**config.mk**
```make
export PLATFORM = sky130hd
export DESIGN_NAME = x_top_rv32i_rf_arb_flat
export DESIGN_NICKNAME = d
export VERILOG_FILES = /design/src/rtl/x_top_rv32i_rf_arb_if.sv /design/src/rtl/x_top_rv32i_rf_arb.sv /design/src/flat_wrapper.sv
export SDC_FILE = /design/constraint.sdc
export NUM_CORES = 1
export LEC_CHECK = 0
export CAP_MARGIN = 10
export CORE_MARGIN = 2
export CORE_UTILIZATION = 43
export CTS_CLUSTER_DIAMETER = 50
export DETAILED_ROUTE_END_ITERATION = 10
export PLACE_DENSITY = 0.93
export SLEW_MARGIN = 20
export SYNTH_ARGS = -nofsm -noshare
export SYNTH_HDL_FRONTEND = slang
export SYNTH_SLANG_ARGS = --single-unit
```
**constraint.sdc**
```tcl
create_clock -name i_clk -period 4.9 [get_ports i_clk]
set_input_delay 0.735 -clock i_clk [delete_from_list [all_inputs] [get_ports i_clk]]
set_output_delay 0.735 -clock i_clk [all_outputs]
set_load 0.02 [all_outputs]
```
**src/rtl/x_top_rv32i_rf_arb_if.sv**
```systemverilog
// Bus bundle between decode/write-back, the register-file arbiter and the register file.
// The slave modport is the arbiter; the master modport is the requester / register-file side.
interface x_top_rv32i_rf_arb_if;
  logic        i_rd_valid;
  logic        o_rd_ready;
  logic [4:0]  i_rd_rs1;
  logic [4:0]  i_rd_rs2;
  logic        o_rsp_valid;
  logic [31:0] o_rsp_rs1_data;
  logic [31:0] o_rsp_rs2_data;
  logic        i_wr_valid;
  logic        o_wr_ready;
  logic [4:0]  i_wr_rd;
  logic [31:0] i_wr_data;
  logic        o_rf_wnr;
  logic [4:0]  o_rf_rs1;
  logic [4:0]  o_rf_rs2;
  logic [4:0]  o_rf_rd;
  logic [31:0] o_rf_rd_data;
  logic [31:0] i_rf_rs1_data;
  logic [31:0] i_rf_rs2_data;
  logic        o_init_done;

  modport slave (
    input  i_rd_valid, i_rd_rs1, i_rd_rs2,
    input  i_wr_valid, i_wr_rd, i_wr_data,
    input  i_rf_rs1_data, i_rf_rs2_data,
    output o_rd_ready, o_rsp_valid, o_rsp_rs1_data, o_rsp_rs2_data,
    output o_wr_ready, o_rf_wnr, o_rf_rs1, o_rf_rs2, o_rf_rd, o_rf_rd_data,
    output o_init_done
  );

  modport master (
    output i_rd_valid, i_rd_rs1, i_rd_rs2,
    output i_wr_valid, i_wr_rd, i_wr_data,
    output i_rf_rs1_data, i_rf_rs2_data,
    input  o_rd_ready, o_rsp_valid, o_rsp_rs1_data, o_rsp_rs2_data,
    input  o_wr_ready, o_rf_wnr, o_rf_rs1, o_rf_rs2, o_rf_rd, o_rf_rd_data,
    input  o_init_done
  );
endinterface

```
**src/rtl/x_top_rv32i_rf_arb.sv**
```systemverilog
// Single-port rv32i register-file sequencer: zero-fill sweep after reset, then per-cycle
// arbitration between operand reads and a small write-back queue with hazard and starvation guards.
module x_top_rv32i_rf_arb #(
  parameter int WQ_DEPTH   = 2,
  parameter int STARVE_MAX = 4,
  parameter bit INIT_EN    = 1'b1
) (
  input logic                 i_clk,
  input logic                 i_nrst,
  x_top_rv32i_rf_arb_if.slave bus
);

  localparam int PTR_W = (WQ_DEPTH > 1) ? $clog2(WQ_DEPTH) : 1;
  localparam int CNT_W = PTR_W + 1;
  localparam int STV_W = (STARVE_MAX > 1) ? $clog2(STARVE_MAX + 1) : 1;

  typedef enum logic {ST_INIT, ST_RUN} state_e;
  localparam state_e RESET_STATE = INIT_EN ? ST_INIT : ST_RUN;

  state_e            state_q, state_d;
  logic [4:0]        sweep_q, sweep_d;
  logic              init_done_q, init_done_d;
  logic [PTR_W-1:0]  head_q, head_d;
  logic [PTR_W-1:0]  tail_q, tail_d;
  logic [CNT_W-1:0]  count_q, count_d;
  logic [STV_W-1:0]  starve_q, starve_d;
  logic              rsp_valid_q, rsp_valid_d;
  logic [4:0]        wq_rd_q   [WQ_DEPTH];
  logic [4:0]        wq_rd_d   [WQ_DEPTH];
  logic [31:0]       wq_data_q [WQ_DEPTH];
  logic [31:0]       wq_data_d [WQ_DEPTH];

  logic              run;
  logic              q_empty;
  logic              q_full;
  logic              starve_hit;
  logic              hazard;
  logic              force_wr;
  logic              rd_cycle;
  logic              wr_cycle;
  logic              wr_ready;
  logic              push;
  logic [PTR_W-1:0]  slot_off;

  assign run        = (state_q == ST_RUN);
  assign q_empty    = (count_q == '0);
  assign q_full     = (count_q == CNT_W'(WQ_DEPTH));
  assign starve_hit = (starve_q == STV_W'(STARVE_MAX));

  // A slot is live when its distance from the head is below the occupancy count.
  always_comb begin
    hazard   = 1'b0;
    slot_off = '0;
    for (int i = 0; i < WQ_DEPTH; i++) begin
      slot_off = PTR_W'(i) - head_q;
      if ({1'b0, slot_off} < count_q) begin
        if ((bus.i_rd_rs1 != 5'd0 && wq_rd_q[i] == bus.i_rd_rs1) ||
            (bus.i_rd_rs2 != 5'd0 && wq_rd_q[i] == bus.i_rd_rs2)) begin
          hazard = 1'b1;
        end
      end
    end
  end

  assign force_wr = !q_empty && (starve_hit || hazard || q_full);
  assign rd_cycle = run && bus.i_rd_valid && !force_wr;
  assign wr_cycle = run && !rd_cycle && !q_empty;
  assign wr_ready = run && !q_full;
  assign push     = bus.i_wr_valid && wr_ready && (bus.i_wr_rd != 5'd0);

  always_comb begin
    state_d     = state_q;
    sweep_d     = sweep_q;
    init_done_d = init_done_q | run;
    head_d      = head_q + PTR_W'(wr_cycle);
    tail_d      = tail_q + PTR_W'(push);
    count_d     = count_q + CNT_W'(push) - CNT_W'(wr_cycle);
    rsp_valid_d = rd_cycle;
    starve_d    = starve_q;
    wq_rd_d     = wq_rd_q;
    wq_data_d   = wq_data_q;

    bus.o_rd_ready     = rd_cycle;
    bus.o_wr_ready     = wr_ready;
    bus.o_rsp_valid    = rsp_valid_q;
    bus.o_rsp_rs1_data = bus.i_rf_rs1_data;
    bus.o_rsp_rs2_data = bus.i_rf_rs2_data;
    bus.o_init_done    = init_done_q;
    bus.o_rf_wnr       = 1'b0;
    bus.o_rf_rs1       = 5'd0;
    bus.o_rf_rs2       = 5'd0;
    bus.o_rf_rd        = 5'd0;
    bus.o_rf_rd_data   = 32'd0;

    if (push) begin
      wq_rd_d[tail_q]   = bus.i_wr_rd;
      wq_data_d[tail_q] = bus.i_wr_data;
    end

    // The counter only measures how long a non-empty queue has been waiting.
    if (wr_cycle || q_empty) begin
      starve_d = '0;
    end else if (rd_cycle && !starve_hit) begin
      starve_d = starve_q + STV_W'(1);
    end

    case (state_q)
      ST_INIT: begin
        bus.o_rf_wnr = 1'b1;
        bus.o_rf_rd  = sweep_q;
        sweep_d      = sweep_q + 5'd1;
        if (sweep_q == 5'd31) begin
          state_d     = ST_RUN;
          init_done_d = 1'b1;
        end
      end
      ST_RUN: begin
        if (rd_cycle) begin
          bus.o_rf_rs1 = bus.i_rd_rs1;
          bus.o_rf_rs2 = bus.i_rd_rs2;
        end else if (wr_cycle) begin
          bus.o_rf_wnr     = 1'b1;
          bus.o_rf_rd      = wq_rd_q[head_q];
          bus.o_rf_rd_data = wq_data_q[head_q];
        end
      end
      default: state_d = RESET_STATE;
    endcase
  end

  always_ff @(posedge i_clk or negedge i_nrst) begin
    if (!i_nrst) begin
      state_q     <= RESET_STATE;
      sweep_q     <= 5'd0;
      init_done_q <= 1'b0;
      head_q      <= '0;
      tail_q      <= '0;
      count_q     <= '0;
      starve_q    <= '0;
      rsp_valid_q <= 1'b0;
    end else begin
      state_q     <= state_d;
      sweep_q     <= sweep_d;
      init_done_q <= init_done_d;
      head_q      <= head_d;
      tail_q      <= tail_d;
      count_q     <= count_d;
      starve_q    <= starve_d;
      rsp_valid_q <= rsp_valid_d;
    end
  end

  // Queue payload needs no reset; occupancy is tracked by the pointers and count.
  always_ff @(posedge i_clk) begin
    wq_rd_q   <= wq_rd_d;
    wq_data_q <= wq_data_d;
  end

endmodule

```
**src/flat_wrapper.sv**
```systemverilog
// flat-port wrapper written by rule: the top's interface ports become plain ports
module x_top_rv32i_rf_arb_flat 
#(
  parameter int WQ_DEPTH   = 2,
  parameter int STARVE_MAX = 4,
  parameter bit INIT_EN    = 1'b1
)
  (i_clk, i_nrst, bus_i_rd_valid, bus_i_rd_rs1, bus_i_rd_rs2, bus_i_wr_valid, bus_i_wr_rd, bus_i_wr_data, bus_i_rf_rs1_data, bus_i_rf_rs2_data, bus_o_rd_ready, bus_o_rsp_valid, bus_o_rsp_rs1_data, bus_o_rsp_rs2_data, bus_o_wr_ready, bus_o_rf_wnr, bus_o_rf_rs1, bus_o_rf_rs2, bus_o_rf_rd, bus_o_rf_rd_data, bus_o_init_done);
  x_top_rv32i_rf_arb_if bus_i ();
  input logic i_clk;
  input logic i_nrst;
  input wire logic [$bits(bus_i.i_rd_valid)-1:0] bus_i_rd_valid;
  input wire logic [$bits(bus_i.i_rd_rs1)-1:0] bus_i_rd_rs1;
  input wire logic [$bits(bus_i.i_rd_rs2)-1:0] bus_i_rd_rs2;
  input wire logic [$bits(bus_i.i_wr_valid)-1:0] bus_i_wr_valid;
  input wire logic [$bits(bus_i.i_wr_rd)-1:0] bus_i_wr_rd;
  input wire logic [$bits(bus_i.i_wr_data)-1:0] bus_i_wr_data;
  input wire logic [$bits(bus_i.i_rf_rs1_data)-1:0] bus_i_rf_rs1_data;
  input wire logic [$bits(bus_i.i_rf_rs2_data)-1:0] bus_i_rf_rs2_data;
  output wire logic [$bits(bus_i.o_rd_ready)-1:0] bus_o_rd_ready;
  output wire logic [$bits(bus_i.o_rsp_valid)-1:0] bus_o_rsp_valid;
  output wire logic [$bits(bus_i.o_rsp_rs1_data)-1:0] bus_o_rsp_rs1_data;
  output wire logic [$bits(bus_i.o_rsp_rs2_data)-1:0] bus_o_rsp_rs2_data;
  output wire logic [$bits(bus_i.o_wr_ready)-1:0] bus_o_wr_ready;
  output wire logic [$bits(bus_i.o_rf_wnr)-1:0] bus_o_rf_wnr;
  output wire logic [$bits(bus_i.o_rf_rs1)-1:0] bus_o_rf_rs1;
  output wire logic [$bits(bus_i.o_rf_rs2)-1:0] bus_o_rf_rs2;
  output wire logic [$bits(bus_i.o_rf_rd)-1:0] bus_o_rf_rd;
  output wire logic [$bits(bus_i.o_rf_rd_data)-1:0] bus_o_rf_rd_data;
  output wire logic [$bits(bus_i.o_init_done)-1:0] bus_o_init_done;
  assign bus_i.i_rd_valid = bus_i_rd_valid;
  assign bus_i.i_rd_rs1 = bus_i_rd_rs1;
  assign bus_i.i_rd_rs2 = bus_i_rd_rs2;
  assign bus_i.i_wr_valid = bus_i_wr_valid;
  assign bus_i.i_wr_rd = bus_i_wr_rd;
  assign bus_i.i_wr_data = bus_i_wr_data;
  assign bus_i.i_rf_rs1_data = bus_i_rf_rs1_data;
  assign bus_i.i_rf_rs2_data = bus_i_rf_rs2_data;
  assign bus_o_rd_ready = bus_i.o_rd_ready;
  assign bus_o_rsp_valid = bus_i.o_rsp_valid;
  assign bus_o_rsp_rs1_data = bus_i.o_rsp_rs1_data;
  assign bus_o_rsp_rs2_data = bus_i.o_rsp_rs2_data;
  assign bus_o_wr_ready = bus_i.o_wr_ready;
  assign bus_o_rf_wnr = bus_i.o_rf_wnr;
  assign bus_o_rf_rs1 = bus_i.o_rf_rs1;
  assign bus_o_rf_rs2 = bus_i.o_rf_rs2;
  assign bus_o_rf_rd = bus_i.o_rf_rd;
  assign bus_o_rf_rd_data = bus_i.o_rf_rd_data;
  assign bus_o_init_done = bus_i.o_init_done;
  x_top_rv32i_rf_arb #(.WQ_DEPTH(WQ_DEPTH), .STARVE_MAX(STARVE_MAX), .INIT_EN(INIT_EN)) u_core (.i_clk(i_clk), .i_nrst(i_nrst), .bus(bus_i));
endmodule
```
==> After elaboration in Yosys (flattened, before gate mapping) <==
Index checks and enable logic that the tools add are counted.
{ "classes": {"bitwise_logic": 4, "magnitude_cmp": 5, "reduce_logical": 29, "add_sub_neg": 8, "n_mux": 35, "n_eq_ne": 7} }
{ "ops": {"columns": ["op", "n"], "rows": [
  ["$mux W32", 7],
  ["$bwmux W64", 1],
  ["$mux W5", 10],
  ["$demux W32 S1", 1],
  ["$eq A5 B5 Y1", 4],
  ["$reduce_bool A5 Y1", 3],
  ["$logic_and A1 B1 Y1", 14],
  ["$bwmux W10", 1],
  ["$mux W1", 10],
  ["$pmux W5 S2", 1],
  ["$mux W3", 2],
  ["$add A5 B1 Y5 const B", 1],
  ["$demux W5 S1", 1],
  ["$eq A5 B5 Y1 const B", 1],
  ["$logic_not A1 Y1", 5],
  ["$logic_or A1 B1 Y1", 5],
  ["$ge A2 B2 Y1 const B", 2],
  ["$lt A1 B2 Y1", 2],
  ["$not A1 Y2", 2],
  ["$add A3 B1 Y3 const B", 1],
  ["$eq A3 B3 Y1 const B", 1],
  ["$add A1 B1 Y1", 2],
  ["$add A2 B1 Y2", 1],
  ["$eq A2 B2 Y1 const B", 1],
  ["8 further kinds", 9]
]} }
{ "totals": {"reg_bits": 89, "elab_cells": 100} }

==> Longest topological paths before layout <==
{ "logic_depth": {"depth_word": 18, "depth_mapped": 15, "depth_no_buf": 13} }

==> Worst setup path after synthesis <==
Ideal clock, no wire load.
{ "synth_timing": {"kind": "in2out", "start": "input bus_i_rd_rs1[0]", "end": "output bus_o_rf_rs1[0]", "cell_stages": 8, "slack_ps": 1712, "t_arrival_ps": 2453, "cell_sequence": "or4_1 nor2_1 nor4_1 a31oi_2 a22oi_1 a31oi_1 buf_2 and2_1"} }
{ "synth_via": {"elab_chain_len": 14, "elab_cells_between_ends": 18, "classes_between": "eq/ne (2); mux (6); reduce/logical (10)"} }
{ "synth_lines": {"columns": ["item", "line", "source"], "rows": [
  ["from (decl)", "flat_wrapper.sv:13", "input wire logic [$bits(bus_i.i_rd_rs1)-1:0] bus_i_rd_rs1;"],
  ["$eq A5 B5 Y1 / $reduce_bool A5 Y1 (equally long branches)", "x_top_rv32i_rf_arb.sv:57", "if ((bus.i_rd_rs1 != 5'd0 && wq_rd_q[i] == bus.i_rd_rs1) ||"],
  ["$logic_and A1 B1 Y1", "x_top_rv32i_rf_arb.sv:57", null],
  ["$logic_or A1 B1 Y1", "x_top_rv32i_rf_arb.sv:57", null],
  ["$mux W1", "x_top_rv32i_rf_arb.sv:57", null],
  ["$mux W1", "x_top_rv32i_rf_arb.sv:56", "if ({1'b0, slot_off} < count_q) begin"],
  ["$mux W1", "x_top_rv32i_rf_arb.sv:57", null],
  ["$mux W1 *", "x_top_rv32i_rf_arb.sv:56", null],
  ["$logic_or A1 B1 Y1 * (2 in series)", "x_top_rv32i_rf_arb.sv:65", "assign force_wr = !q_empty && (starve_hit || hazard || q_full);"],
  ["$logic_and A1 B1 Y1 *", "x_top_rv32i_rf_arb.sv:65", null],
  ["$logic_not A1 Y1 *", "x_top_rv32i_rf_arb.sv:66", "assign rd_cycle = run && bus.i_rd_valid && !force_wr;"],
  ["$logic_and A1 B1 Y1 *", "x_top_rv32i_rf_arb.sv:66", null],
  ["named net bus_o_rd_ready", "flat_wrapper.sv:20", "output wire logic [$bits(bus_i.o_rd_ready)-1:0] bus_o_rd_ready;"],
  ["$mux W5 *", "x_top_rv32i_rf_arb.sv:118", "if (rd_cycle) begin"],
  ["$mux W5 *", "x_top_rv32i_rf_arb.sv:107", "case (state_q)"],
  ["to (decl)", "flat_wrapper.sv:26", "output wire logic [$bits(bus_i.o_rf_rs1)-1:0] bus_o_rf_rs1;"]
]} }
The timed path passes the listed nets; every way through them passes the cells marked *.

==> Worst setup path in the final report <==
{ "layout_timing": {"start": "input bus_i_rd_rs1[2]", "end": "output bus_o_rf_rs1[3]"} }
{ "layout_via": {"elab_chain_len": 14, "elab_cells_between_ends": 18, "classes_between": "eq/ne (2); mux (6); reduce/logical (10)"} }
{ "layout_lines": {"columns": ["item", "line"], "rows": [
  ["$eq A5 B5 Y1 / $reduce_bool A5 Y1 (equally long branches)", "x_top_rv32i_rf_arb.sv:57"],
  ["$logic_and A1 B1 Y1", "x_top_rv32i_rf_arb.sv:57"],
  ["$logic_or A1 B1 Y1", "x_top_rv32i_rf_arb.sv:57"],
  ["$mux W1", "x_top_rv32i_rf_arb.sv:57"],
  ["$mux W1", "x_top_rv32i_rf_arb.sv:56"],
  ["$mux W1", "x_top_rv32i_rf_arb.sv:57"],
  ["$mux W1 *", "x_top_rv32i_rf_arb.sv:56"],
  ["$logic_or A1 B1 Y1 * (2 in series)", "x_top_rv32i_rf_arb.sv:65"],
  ["$logic_and A1 B1 Y1 *", "x_top_rv32i_rf_arb.sv:65"],
  ["$logic_not A1 Y1 *", "x_top_rv32i_rf_arb.sv:66"],
  ["$logic_and A1 B1 Y1 *", "x_top_rv32i_rf_arb.sv:66"],
  ["$mux W5 *", "x_top_rv32i_rf_arb.sv:118"],
  ["$mux W5 *", "x_top_rv32i_rf_arb.sv:107"]
]} }
Mark *: on every way between the ends. The rest lies on a longest branch, timed or not.

==> impl_metrics.yaml <==
route:
  vias_per_cell: 5.17
  detail_route.drc_violations: 0
  drtIter0Drc: 163
  via_count: 2724
  postRouteWirelength_microns: 11300
  drt_pre_antenna_iters: 5
  postRouteAntennaNets: 0
  routedWlPerCell_microns: 21.3
logic_synthesis:
  postSynthRegisterBits: 89
  synth_compound_gate_area_share_pct: 3.47
  post_synth_fa_ha_maj_area_fraction_pct: 2.26
  syn-instance-count: 344
  combinational_family_with_the_most_area_after_synthesis: "buffers and inverters"
  synth_enable_flop_cells: 74
  synth_area_in_simple_gates_pct: 8.19
  syn_avg_cell_area_sq_um: 12.9
  synthFlopType: "edfxtp_1"
  netlist_area_sq_mm: 0.00443
  muxShareOfSynthArea_pct: 9.12
  yosysUniqueCellTypes: 38
  async_flop_share_pct: 16.9
  net_count_synth: 467
  synthXorXnorAreaFrac_pct: 5.14
  ys_warn_count: 0
  yosysSeqAreaShare_pct: 58.6
critical_path:
  worstSetupEndpointType: "output port"
  timing_worst_setup_path_type: "in2out"
  crit_slowest_cell: "clkdlybuf4s50_1"
  crit_path_start: "bus_i_rd_rs1[2]"
  crit_path_frequent_cell: "clkdlybuf4s50_1"
  startpoint_type_of_the_worst_setup_path: "input port"
  crit_path_max_fanout: 6
  required_ns: 4.16
  path_cells: "clkdlybuf4s50_1 > or4_1 > nor2_1 > nor4_1 > a31oi_2 > nand2_1 > a31oi_1 > buf_4 > and2_1 > clkdlybuf4s50_1"
  critPathMaxStageDelay_ns: 0.61
  critical_path.n_buffers_inverters: 3
  reg2reg_from: "u_core.run"
  cp_data_arrival_time_ns: 3.80
  crit_family: "buffers and inverters"
timing:
  finalWorstPathRequiredPeriod_ns: 4.53
  tightestPinTransition_ns: 0.709
  max_clock_freq_ghz: 0.221
  finalHoldViolCount: 0
  timing.final.crit_share_pct: 92.5
  maxSlewViolCount: 0
  rsz0062_at_grt: "no"
  setup-tns-final_ns: 0
  timing.slew.headroom_pct: 52.6
  setup_violations: 0
  clock_skew_ns: 0.00665
final_layout:
  layout.nets: 510
  antenna_diode_instance_count: 0
  syn_to_final_growth_pct: 22.3
  layout.cell_area.non_filler_sq_mm: 0.00542
  fillers: 838
  final_layout_size_suffix_gt1_share_pct: 7.42
placement:
  gp_congestion: 0.843
  place_area_sq_mm: 0.00514
  place.port_buffers: 102
  detailed_place_hpwl_microns: 8630
floorplan:
  initial_utilization_pct: 43.5
  die_width_microns: 106
  floorplan.rows: 37
  die_area_sq_mm: 0.0111
  core-area_sq_mm: 0.0102
  design.portCount: 231
  die_y_microns: 106
outcome:
  status: "completed"
clock_network:
  cts.clk_slew.worst_paths_ns: 0.08
  cts-buffers-inserted: 9
  cts_tree: "yes"
  clock_latency_reported_for_the_late_side_of_the_worst_skew_pair_ns: 0.34
  cts.hold.buffers_added: 0
  cts.sink_count: 89
  cts_setup_buffers: 0
  clock_tree.root_cell: "clkbuf_8"
  cts.repair.resized: 0
  clock_path_buffers: 2
  h-tree-depth: 3
pwr:
  p_total_uw: 3230
  power_per_cell_area_mw_per_mm2: 596
  cell_leakage_power_uw: 0.00203
  peakVddDrop_mv: 0.368
worst_hold_path:
  holdCritStartpoint: "u_core.sweep_q[3]"
  hold_class: "reg2reg"
global_routing:
  grt_pass1_vias: 2774
  antenna_violations_before_repair: 0
  grt_util_all_layers_pct: 19.6
  grt_max_degree: 38
  grt_pass1_wl_microns: 16300
  grt_overflow_total: 0
flow_run:
  cap_viol_max_count: 0
==> state kept, by name, indices dropped and copies added (netlist names) <==
register	cells
u_core.wq_data_q	64
u_core.wq_rd_q	10
u_core.sweep_q	5
u_core.starve_q	3
u_core.count_q	2
u_core.bus.o_init_done	1
u_core.bus.o_rsp_valid	1
u_core.head_q	1
u_core.run	1
u_core.tail_q	1
==> power by group <==
group,internal [uW],switching [uW]
Clock,438,241
Combinational,651,791
Sequential,1010,94.6
==> kinds of logic after synthesis <==
group	after synthesis
buffers and inverters	88
DFF	89
adders and majority gates	8
muxes	40
and+or+nand+nor	73
xor gates and xnor gates	26
AOI/OAI and AO/OA	20
==> Yosys cell counts (2+ instances only) <==
cell type | n | area [sq um]
edfxtp_1 | 74 | 2220
buf_4 | 65 | 488
mux2i_1 | 37 | 370
nor2_1 | 36 | 135
xnor2_1 | 16 | 140
dfrtp_1 | 15 | 375
and2_1 | 11 | 68.8
inv_1 | 11 | 41.3
xor2_1 | 10 | 87.6
ha_1 | 8 | 100
nand3_1 | 6 | 30.0
o22ai_1 | 5 | 31.3
buf_2 | 4 | 20.0
clkbuf_1 | 4 | 15.0
nor2b_1 | 4 | 25.0
nor4_1 | 4 | 25.0
a21oi_1 | 3 | 15.0
and3_1 | 3 | 18.8
or4_1 | 3 | 22.5
a22oi_1 | 2 | 15.0
a31oi_2 | 2 | 25.0
buf_1 | 2 | 7.51
mux2_2 | 2 | 22.5
o32ai_1 | 2 | 17.5
or3_1 | 2 | 12.5
==> worst register-to-register path: cells and delay by family, from the launching register on <==
kind	cells	cell delay [ns]
compound gates	3	0.88
flops	1	0.71
buf+inv	3	0.33
fa+ha+maj	2	0.44
xor+xnor	2	0.31
simple gates	2	0.60
==> routing by layer <==
| metal | part of all wire, % | track usage [%] |
|---|---|---|
| met2 | 53 | 35.2 |
| met1 | 30 | 18.4 |
| met5 | 0 | 0 |
| met4 | 1.6 | 5.26 |
| met3 | 15 | 12.2 |
==> worst paths after layout <==
| kind | endpoint | slack [ns] | cells past startpoint |
|---|---|---|---|
| worst max register to register | u_core.count_q[1] | 1.57 | 12 |
| max in group asynchronous | u_core.head_q | 3.59 | 1 |
| worst min-delay path | u_core.sweep_q[3] | 0.49 | 1 |
| worst max-delay path | bus_o_rf_rs1[3] | 0.37 | 10 |
| min in group asynchronous | u_core.tail_q | 0.81 | 1 |
| worst min register to register | u_core.sweep_q[3] | 0.49 | 1 |
==> layout make-up <==
type	instances	area (sq um)	area share, %
repair buffers	108	1080	19.9
flip-flops and latches	89	2600	47.9
clock buffers	9	124	2.29
well taps	136	170	3.14
clock inverters	6	155	2.86
inverters	12	45.0	0.831
multi-input cells	167	1250	23.0
==> through the flow <==
step / hold slack (ns) / setup WS (ns) / std cells / util [%]
global placement: 0.458 / 0.528 / 512 / 50.5
CTS: 0.488 / 0.452 / 527 / 53.2
floorplan: 0.439 / 1.71 / 344 / -
finish: 0.492 / 0.368 / 527 / 53.2
detailed placement: 0.469 / 0.493 / 512 / 50.5
global route: 0.513 / 0.241 / 527 / 53.2
==> layout by cell type, fill, tap and decap left out, drive strengths merged, types with 9 or more instances in the layout <==
cell type,synthesis,layout
clkbuf,4,9
and2,11,11
xnor2,16,16
edfxtp,74,74
nor2,36,36
xor2,10,10
clkdlybuf4s50,0,102
mux2i,37,37
inv,12,12
dfrtp,15,15
Power figures use the tool's default switching activity.
